### src/rtl/cmp_pkg.sv
// -----------------------------------------------------------------------------
// cmp_pkg
// Shared types for the compare/count unit: the 16-entry opcode enumeration,
// the control FSM state enumeration and small helper functions used to size
// count fields and classify opcodes.
// -----------------------------------------------------------------------------
package cmp_pkg;

    // Opcode encoding seen on the op port.
    typedef enum logic [3:0] {
        OP_SLT   = 4'd0,
        OP_SLTU  = 4'd1,
        OP_SLTI  = 4'd2,
        OP_SLTIU = 4'd3,
        OP_CLO   = 4'd4,
        OP_CLZ   = 4'd5,
        OP_MOVZ  = 4'd6,
        OP_BGEZ  = 4'd7,
        OP_BEQ   = 4'd8,
        OP_BLTZ  = 4'd9,
        OP_BGTZ  = 4'd10,
        OP_BLEZ  = 4'd11,
        OP_BNE   = 4'd12,
        OP_MOVN  = 4'd13,
        OP_TGE   = 4'd14,
        OP_TLT   = 4'd15
    } op_e;

    // Control FSM states.
    typedef enum logic [1:0] {
        ST_IDLE = 2'd0,
        ST_SCAN = 2'd1,
        ST_DONE = 2'd2
    } state_e;

    // Bits needed to hold a count in the range 0..width inclusive.
    function automatic int count_width(input int width);
        return $clog2(width + 1);
    endfunction

    // True for the iterative leading-one/zero count operations.
    function automatic logic is_count_op(input logic [3:0] op);
        return (op == OP_CLO) || (op == OP_CLZ);
    endfunction

endpackage

### src/rtl/lead_count_chunk.sv
// -----------------------------------------------------------------------------
// lead_count_chunk
// Combinational leading-match counter for one CHUNK-bit slice.
// Ports:
//   slice     in   CHUNK bits, MSB inspected first
//   pol       in   1: count leading ones, 0: count leading zeros
//   count     out  number of leading bits equal to pol (0..CHUNK)
//   all_match out  every bit of the slice equals pol
// -----------------------------------------------------------------------------
module lead_count_chunk
    import cmp_pkg::*;
#(
    parameter int CHUNK = 8,
    parameter int CW    = count_width(CHUNK)
) (
    input  logic [CHUNK-1:0] slice,
    input  logic             pol,
    output logic [CW-1:0]    count,
    output logic             all_match
);

    logic run_s;

    // Walk from the MSB down, counting until the first bit that differs.
    always_comb begin
        count = '0;
        run_s = 1'b1;
        for (int i = CHUNK - 1; i >= 0; i--) begin
            if (run_s && (slice[i] == pol)) begin
                count = count + CW'(1);
            end else begin
                run_s = 1'b0;
            end
        end
        all_match = (count == CW'(CHUNK));
    end

endmodule

### src/rtl/compare_count_unit.sv
// -----------------------------------------------------------------------------
// compare_count_unit
// Sequential MIPS compare / count / conditional-move / branch-test unit.
// Single-cycle ops go IDLE->DONE; CLO/CLZ go IDLE->SCAN and inspect CHUNK bits
// of the operand per cycle (MSB chunk first) until a chunk does not fully
// match or the last chunk has been inspected.
//
// Optional feature: define CMP_TRAP_EN to drive trap = cond for ops
// BEQ/TEQ, BNE/TNE, TGE(U), TLT(U). Without it trap is held at 0.
//
// Ports:
//   clk, reset          clock, synchronous active-high reset
//   in_valid/in_ready   request handshake (ready only in IDLE, not in reset)
//   op, uns, a, b       opcode, unsigned-compare select, rs and rt operands
//   out_valid/out_ready result handshake; outputs held until accepted
//   result, wr_en       write-back value and enable
//   cond, trap          branch/move condition and trap request
// -----------------------------------------------------------------------------
module compare_count_unit
    import cmp_pkg::*;
#(
    parameter int WIDTH = 32,
    parameter int CHUNK = 8
) (
    input  logic             clk,
    input  logic             reset,
    input  logic             in_valid,
    output logic             in_ready,
    input  logic [3:0]       op,
    input  logic             uns,
    input  logic [WIDTH-1:0] a,
    input  logic [WIDTH-1:0] b,
    output logic             out_valid,
    input  logic             out_ready,
    output logic [WIDTH-1:0] result,
    output logic             wr_en,
    output logic             cond,
    output logic             trap
);

    localparam int CNTW   = count_width(WIDTH);
    localparam int CCW    = count_width(CHUNK);
    localparam int NCHUNK = WIDTH / CHUNK;
    localparam int IDXW   = (NCHUNK > 1) ? $clog2(NCHUNK) : 1;

    state_e            state_r;
    state_e            next_s;
    logic              accept_s;

    // Count datapath: operand is shifted left so the chunk under test is
    // always the top CHUNK bits.
    logic [WIDTH-1:0]  shift_r;
    logic              pol_r;
    logic [IDXW-1:0]   idx_r;
    logic [CNTW-1:0]   cnt_r;
    logic [CCW-1:0]    lc_count_s;
    logic              lc_all_s;
    logic              last_s;
    logic [CNTW-1:0]   scan_total_s;

    // Single-cycle evaluation of the incoming request.
    logic [WIDTH-1:0]  ev_result_s;
    logic              ev_wr_s;
    logic              ev_cond_s;
    logic              ev_trap_s;
    logic              lts_s;
    logic              ltu_s;
    logic              eq_s;
    logic              a_neg_s;
    logic              a_zero_s;
    logic              b_zero_s;

    logic [WIDTH-1:0]  result_r;
    logic              wr_en_r;
    logic              cond_r;
    logic              trap_r;

    assign accept_s = in_valid & in_ready;

    lead_count_chunk #(
        .CHUNK (CHUNK),
        .CW    (CCW)
    ) u_lcc (
        .slice     (shift_r[WIDTH-1 -: CHUNK]),
        .pol       (pol_r),
        .count     (lc_count_s),
        .all_match (lc_all_s)
    );

    // Scan bookkeeping: last-chunk flag and running total including this chunk.
    always_comb begin
        last_s       = (idx_r == IDXW'(NCHUNK - 1));
        scan_total_s = cnt_r + CNTW'(lc_count_s);
    end

    // Primitive comparisons on the live request operands.
    always_comb begin
        lts_s    = $signed(a) < $signed(b);
        ltu_s    = a < b;
        eq_s     = (a == b);
        a_neg_s  = a[WIDTH-1];
        a_zero_s = (a == '0);
        b_zero_s = (b == '0);
    end

    // Per-opcode result, write enable and condition for single-cycle ops.
    always_comb begin
        ev_result_s = '0;
        ev_wr_s     = 1'b0;
        ev_cond_s   = 1'b0;
        case (op_e'(op))
            OP_SLT, OP_SLTI: begin
                ev_cond_s   = lts_s;
                ev_result_s = WIDTH'(lts_s);
                ev_wr_s     = 1'b1;
            end
            OP_SLTU, OP_SLTIU: begin
                ev_cond_s   = ltu_s;
                ev_result_s = WIDTH'(ltu_s);
                ev_wr_s     = 1'b1;
            end
            OP_MOVZ: begin
                ev_cond_s   = b_zero_s;
                ev_result_s = a;
                ev_wr_s     = b_zero_s;
            end
            OP_MOVN: begin
                ev_cond_s   = ~b_zero_s;
                ev_result_s = a;
                ev_wr_s     = ~b_zero_s;
            end
            OP_BGEZ: ev_cond_s = ~a_neg_s;
            OP_BLTZ: ev_cond_s = a_neg_s;
            OP_BGTZ: ev_cond_s = ~a_neg_s & ~a_zero_s;
            OP_BLEZ: ev_cond_s = a_neg_s | a_zero_s;
            OP_BEQ:  ev_cond_s = eq_s;
            OP_BNE:  ev_cond_s = ~eq_s;
            OP_TGE:  ev_cond_s = uns ? ~ltu_s : ~lts_s;
            OP_TLT:  ev_cond_s = uns ? ltu_s : lts_s;
            OP_CLO, OP_CLZ: ev_wr_s = 1'b1;
            default: begin
                ev_result_s = '0;
                ev_wr_s     = 1'b0;
                ev_cond_s   = 1'b0;
            end
        endcase
    end

    // Trap request: condition of the trap-capable ops, or constant 0.
    always_comb begin
        ev_trap_s = 1'b0;
`ifdef CMP_TRAP_EN
        case (op_e'(op))
            OP_BEQ, OP_BNE, OP_TGE, OP_TLT: ev_trap_s = ev_cond_s;
            default:                        ev_trap_s = 1'b0;
        endcase
`else
        ev_trap_s = 1'b0;
`endif
    end

    // FSM state register.
    always_ff @(posedge clk) begin
        if (reset) begin
            state_r <= ST_IDLE;
        end else begin
            state_r <= next_s;
        end
    end

    // FSM next-state logic.
    always_comb begin
        next_s = state_r;
        case (state_r)
            ST_IDLE: begin
                if (accept_s) begin
                    next_s = is_count_op(op) ? ST_SCAN : ST_DONE;
                end else begin
                    next_s = ST_IDLE;
                end
            end
            ST_SCAN: begin
                if (lc_all_s && !last_s) begin
                    next_s = ST_SCAN;
                end else begin
                    next_s = ST_DONE;
                end
            end
            ST_DONE: begin
                if (out_ready) begin
                    next_s = ST_IDLE;
                end else begin
                    next_s = ST_DONE;
                end
            end
            default: next_s = ST_IDLE;
        endcase
    end

    // FSM handshake outputs decoded from the state register.
    always_comb begin
        in_ready  = (state_r == ST_IDLE) & ~reset;
        out_valid = (state_r == ST_DONE);
    end

    // Operand capture, chunk scan and result registers (loaded on DONE entry).
    always_ff @(posedge clk) begin
        if (reset) begin
            shift_r  <= '0;
            pol_r    <= 1'b0;
            idx_r    <= '0;
            cnt_r    <= '0;
            result_r <= '0;
            wr_en_r  <= 1'b0;
            cond_r   <= 1'b0;
            trap_r   <= 1'b0;
        end else begin
            case (state_r)
                ST_IDLE: begin
                    if (accept_s) begin
                        shift_r <= a;
                        pol_r   <= (op == OP_CLO);
                        idx_r   <= '0;
                        cnt_r   <= '0;
                        if (!is_count_op(op)) begin
                            result_r <= ev_result_s;
                            wr_en_r  <= ev_wr_s;
                            cond_r   <= ev_cond_s;
                            trap_r   <= ev_trap_s;
                        end
                    end
                end
                ST_SCAN: begin
                    if (lc_all_s && !last_s) begin
                        shift_r <= shift_r << CHUNK;
                        idx_r   <= idx_r + IDXW'(1);
                        cnt_r   <= scan_total_s;
                    end else begin
                        result_r <= WIDTH'(scan_total_s);
                        wr_en_r  <= 1'b1;
                        cond_r   <= 1'b0;
                        trap_r   <= 1'b0;
                    end
                end
                ST_DONE: begin
                    // Trap is a one-shot request: drop it once the result is taken.
                    if (out_ready) begin
                        trap_r <= 1'b0;
                    end
                end
                default: begin
                    trap_r <= 1'b0;
                end
            endcase
        end
    end

    assign result = result_r;
    assign wr_en  = wr_en_r;
    assign cond   = cond_r;
    assign trap   = trap_r;

endmodule
### config.mk
export PLATFORM = sky130hd
export DESIGN_NAME = compare_count_unit
export DESIGN_NICKNAME = d
export VERILOG_FILES = /design/src/rtl/cmp_pkg.sv /design/src/rtl/lead_count_chunk.sv /design/src/rtl/compare_count_unit.sv
export SDC_FILE = /design/constraint.sdc
export NUM_CORES = 1
export LEC_CHECK = 0
export BUFFER_PORTS_ARGS = -buffer_cell sky130_fd_sc_hd__buf_2
export CORE_UTILIZATION = 30
export CTS_BUF_LIST = sky130_fd_sc_hd__clkbuf_2
export CTS_CLUSTER_SIZE = 12
export DETAILED_ROUTE_END_ITERATION = 8
export SYNTH_ARGS = -nofsm -noshare
export SYNTH_HDL_FRONTEND = slang
export SYNTH_HIERARCHICAL = 1
export SYNTH_SLANG_ARGS = --single-unit
### constraint.sdc
create_clock -name clk -period 5.9 [get_ports clk]
set_input_delay 0.295 -clock clk [delete_from_list [all_inputs] [get_ports clk]]
set_output_delay 0.295 -clock clk [all_outputs]
set_load 0.02 [all_outputs]
---- Word-level counts from Yosys, hierarchy flattened ----
Index checks and enable logic that the tools add are counted.
word-level totals
  input bits .............................. 73
  flip-flop bits (word level) ............. 78
  output and inout bits ................... 37
  logic and storage cells ................. 137
operators by class
  add/subtract/negate cells ............... 9
  multiplexer cells ....................... 50
  equal/unequal tests ..................... 33
  magnitude comparators ................... 2
  reductions and logical operators ........ 23
  bitwise logic cells ..................... 11
operators with widths
  operator                                                          number
  32-bit two-way mux                                                5
  32-bit case mux with 2 select lines                               2
  32-bit case mux with 3 select lines                               1
  32-bit zero test                                                  2
  32-bit < comparator                                               2
  4-bit == test (second input constant)                             9
  32-bit == test                                                    1
  4-bit by 1-bit adder with 4-bit output (second input constant)    7
  4-bit two-way mux                                                 7
  1-bit two-way mux                                                 19
  4-bit by 3-bit == test with 1-bit output (second input constant)  4
  2-bit two-way mux                                                 6
  6-bit two-way mux                                                 2
  1-bit case mux with 12 select lines                               1
  6-bit case mux with 2 select lines                                1
  1-bit == test                                                     8
  4-bit by 2-bit == test with 1-bit output (second input constant)  2
  1-bit logical AND                                                 8
  2-bit inequality test (second input constant)                     4
  4-bit AND reduction                                               2
  1-bit inverter                                                    7
  6-bit by 4-bit adder with 6-bit output                            1
  1-bit case mux with 3 select lines                                2
  2-bit case mux with 3 select lines                                1
  other kinds (18)                                                  24

---- Longest topological paths before layout ----
  word-level depth ........................ 20
  depth in mapped cells ................... 25
  mapped depth without buffers ............ 23

---- Hierarchy ----
Netlist, hierarchy kept.
by module, submodules not included
  module              instances  seq. area each (µm²)  area an instance (µm²)  cells each
  compare_count_unit  1          1,541.5               4,433.0                 571
  lead_count_chunk    1          0.0                   608.1                   92

---- Worst setup path before layout ----
Ideal clock, no wire load.
  path kind ............................... flip-flop to flip-flop
  from .................................... register pol_r
  to ...................................... register result_r[10], in the netlist result[10]
  path slack .............................. 1.275 ns
  buffers on the path ..................... 3
  stages on the path, launching flop included .. 23
  arrival ................................. 4.554 ns
  setup time .............................. 0.070 ns
  required time ........................... 5.830 ns
  clock period less this slack ............ 4.625 ns
  cells stage by stage .................... dfxtp_1 -> buf_6 -> clkbuf_1 -> or3_2 -> nand2_1 -> ha_1 -> o21a_1 -> ha_1 -> inv_1 -> mux2_2 -> ha_1 -> a21boi_0 -> a221oi_1 -> a221oi_1 -> nor4b_1 -> o211ai_1 -> a311oi_2 -> nand2b_1 -> nand2_1 -> a21o_1 -> clkbuf_1 -> nand2_1 -> a21oi_1
between the ends
  cells in the longest elaborated chain, start to end .. 20
  elaborated cells on any way between the ends .. 41
  classes of those cells .................. add/sub (7); eq/ne (10); mux (15); reduce/logical (9)
ends and longest elaborated chain
  what                                                                                line                                            text
  start, declared                                                                     compare_count_unit.sv:53                        logic pol_r;
  start signal, assigned                                                              compare_count_unit.sv:222                       pol_r <= (op == OP_CLO);
  1-bit == test                                                                       lead_count_chunk.sv:29                          if (run_s && (slice[i] == pol)) begin
  1-bit two-way mux                                                                   lead_count_chunk.sv:29
  4-bit by 1-bit adder with 4-bit output / 1-bit logical AND (equally long branches)  lead_count_chunk.sv:30, lead_count_chunk.sv:29
  4-bit two-way mux / 1-bit two-way mux (equally long branches)                       lead_count_chunk.sv:29
  4-bit by 1-bit adder with 4-bit output / 1-bit logical AND (equally long branches)  lead_count_chunk.sv:30, lead_count_chunk.sv:29
  4-bit two-way mux / 1-bit two-way mux (equally long branches)                       lead_count_chunk.sv:29
  4-bit by 1-bit adder with 4-bit output / 1-bit logical AND (equally long branches)  lead_count_chunk.sv:30, lead_count_chunk.sv:29
  4-bit two-way mux / 1-bit two-way mux (equally long branches)                       lead_count_chunk.sv:29
  [... 5 more ...]                                                                    -
  4-bit two-way mux / 1-bit two-way mux (equally long branches)                       lead_count_chunk.sv:29
  4-bit by 1-bit adder with 4-bit output / 1-bit logical AND (equally long branches)  lead_count_chunk.sv:30, lead_count_chunk.sv:29
  4-bit two-way mux (*)                                                               lead_count_chunk.sv:29
  4-bit == test (*)                                                                   lead_count_chunk.sv:35                          all_match = (count == CW'(CHUNK));
  via lc_all_s                                                                        compare_count_unit.sv:57                        logic lc_all_s;
  1-bit logical AND (*)                                                               compare_count_unit.sv:234                       if (lc_all_s && !last_s) begin
  2-bit inequality test (no line) (*)                                                 -
  4-bit AND reduction (no line) (*)                                                   -
  end signal, assigned                                                                compare_count_unit.sv:226                       result_r <= ev_result_s;
  end signal, assigned                                                                compare_count_unit.sv:239                       result_r <= WIDTH'(scan_total_s);
  end, declared                                                                       compare_count_unit.sv:73                        logic [WIDTH-1:0] result_r;
The timed path passes the listed nets; every way through them passes the cells marked *.
A chain may end at the register's enable or synchronous reset.

---- Worst setup path in the final report ----
  from .................................... register pol_r
  to ...................................... register result_r[4], in the netlist result[4]
The elaborated chain is that of the path after synthesis.

==> metrics.txt <==
status complete, no violations; Crit path largest cell delay 530 ps; Post-Syn Instances 663; final core utilization 0.360; Setup crit end kind register; register bit count reported by yosys 77; GPL Wtd Cong 0.851; Die H 132 µm; Critical Path RT 6370 ps; syn_nets 778; hold_ws 39.9 ps; Die W 132 µm; setup TNS 0 ps; global-route wire length before repair 23600 µm; Setup crit start kind register; crit-path leading delay family compound AO/OA/AOI/OAI gates; Seq/Total Area, Yosys 0.306; clock sinks 77; TritonRoute pass-1 iters 5; max-slew violations 0; Routed WL 14900 µm; die area 17300 µm²; GRT Overall Usage 0.170; EDFF count, synth 0; number of vias per cell 5.19; crit path DAT 5670 ps; Lkg Pwr 2.53 nW; maximum clock rate 192 MHz; total power 0.00128 W; postcts setup bufs 0; Slew @ Worst Pin 1010 ps; distinct cell type count after synthesis 67; vias in the first global route 4548; RSZ-0062 raised after global routing false; # Max-Cap Violations 0; core area 16500 µm²; worst-path fanout max 28; Yosys warnings 6; clk buf depth 2; Final ANT Viol Nets 0; post-synth top area share 0.306; ys async rst share 0; clock skew 25.7 ps; worst vdd ir 95.9 µV; Cell Area, Synth 5040 µm²; Initial Utilization 0.306; Levels on crit path 20; Slowest-stage cell, CP dfxtp_1; design area 5930 µm²; Critical Path Most Common Cell ha_1; DRC violations left 0; Clock Latency Late Sink 550 ps; largest cells by area after synthesis dfxtp_1 (31%), ha_1 (10%), nand2_1 (8.0%); Final Critical Period 5200 ps; WL/cell 15.2 µm; Hold Buf Count CTS 10; Final Net Count 871; Hold Path Class primary input to register; Tcrit/Tclk final 0.881; H-tree depth 3; # rows 47; post-cts sizing count 0; crit-path cells or3_2 > nand2_1 > ha_1 > o21a_1 > ha_1 > inv_1 > mux2_2 > ha_1 > a21boi_0 > a221oi_1 > a221oi_1 > nor4b_1 > o211ai_1 > a311oi_2 > nand2b_1 > nand2_1 > a21o_1 > buf_4 > a21oi_1 > a211oi_1; Reg2Reg Depth 20; First DRT Iteration DRCs 261; initial antenna violation count 1; fillcell total 1782; layout cell share with drive strength beyond 1 0.197; Vias 5093; port buffer count 108; root buffer cell clkbuf_2; most frequent cells in the layout nand2_1 (108), buf_2 (108), dfxtp_1 (77), nor2_1 (67), a21oi_1 (59); area post-placement 5700 µm²; depth of the worst hold-timing path 3; Crit path buffers/inverters 2; DPL Wire Length 10800 µm; Fin. Hold Viols 0; Final setup viols 0; I/O pin total 110; Area growth syn-to-layout 17.7%; CP Class register to register; grt ovf 0; CTS tree yes; Worst slew margin 0.319; Clock transition at path regs 200 ps; Yosys top cell by area dfxtp_1; pwr dens 215 nW/µm²; pin count of the biggest net entering global routing 80; top_reg_cell synth dfxtp_1; Avg Cell Area, Syn 7.60 µm²; total CTS buffers 9
==> cell usage after synthesis, drive strengths merged (17+ instances only) <==
cell	number
nor4	22
nand3	38
ha	41
clkbuf	24
a21oi	61
buf	17
a311oi	26
inv	41
nor2	68
dfxtp	77
nand2	109
nor3	18
==> tightest hold or removal path: cells and delay by family <==
kind	cells	cell delay [ps]
compound gates	1	60
buf+inv	1	140
simple gates	1	70
==> sequential cells by signal, indices dropped and copies added (netlist names) <==
| register | flops |
|---|---|
| shift_r | 32 |
| cnt_r | 6 |
| idx_r | 2 |
| pol_r | 1 |
| state_r | 2 |
| wr_en | 1 |
| cond | 1 |
| result | 32 |
==> logic make-up after synthesis <==
| kind of cell | share of synthesized area |
|---|---|
| AO/OA/AOI/OAI | 0.207 |
| AND/OR/NAND/NOR | 0.283 |
| XOR/XNOR | 0.0139 |
| flip-flops | 0.306 |
| buffers and inverters | 0.0742 |
| adder cells (fa/ha/maj) | 0.106 |
| multiplexers | 0.0102 |
| other | 0.000744 |
==> path summary, 6_finish.rpt <==
| path | startpoint | endpoint | slack (ps) |
|---|---|---|---|
| max | pol_r | result[4] | 700 |
| min | a[30] | result[30] | 40 |
| max reg2reg | pol_r | result[4] | 700 |
| min reg2reg | result[8] | result[8] | 470 |
==> where the power goes <==
part           switching (W)  internal (W)  total [W]
combinational       0.000234      0.000153   0.000387
sequential         0.0000213      0.000544   0.000565
clock               0.000187      0.000138   0.000325
==> layout make-up <==
class | count | area [µm²] | area share
multi-input combinational | 504 | 3150 | 0.532
sequential | 77 | 1540 | 0.260
timing repair buffer | 123 | 678 | 0.114
tap | 220 | 275 | 0.0464
inverter | 41 | 154 | 0.0259
clock inverter | 5 | 76.3 | 0.0129
clock buffer | 10 | 50.0 | 0.00844
antenna | 1 | 2.50 | 0.000422
==> metrics by stage <==
step / std cells / setup slack [ps]
after floorplan: 663 / 1280
after global placement: 955 / 836
after detailed placement: 955 / 713
after CTS: 980 / 690
after global routing: 981 / 221
final: 981 / 703
==> metal layers <==
layer,part of all wire,GRT usage
met1,0.46,0.226
met2,0.48,0.283
met3,0.044,0.0282
met4,0.0098,0.0452
met5,0,0
Note: power is estimated with default switching activity, not from simulation.
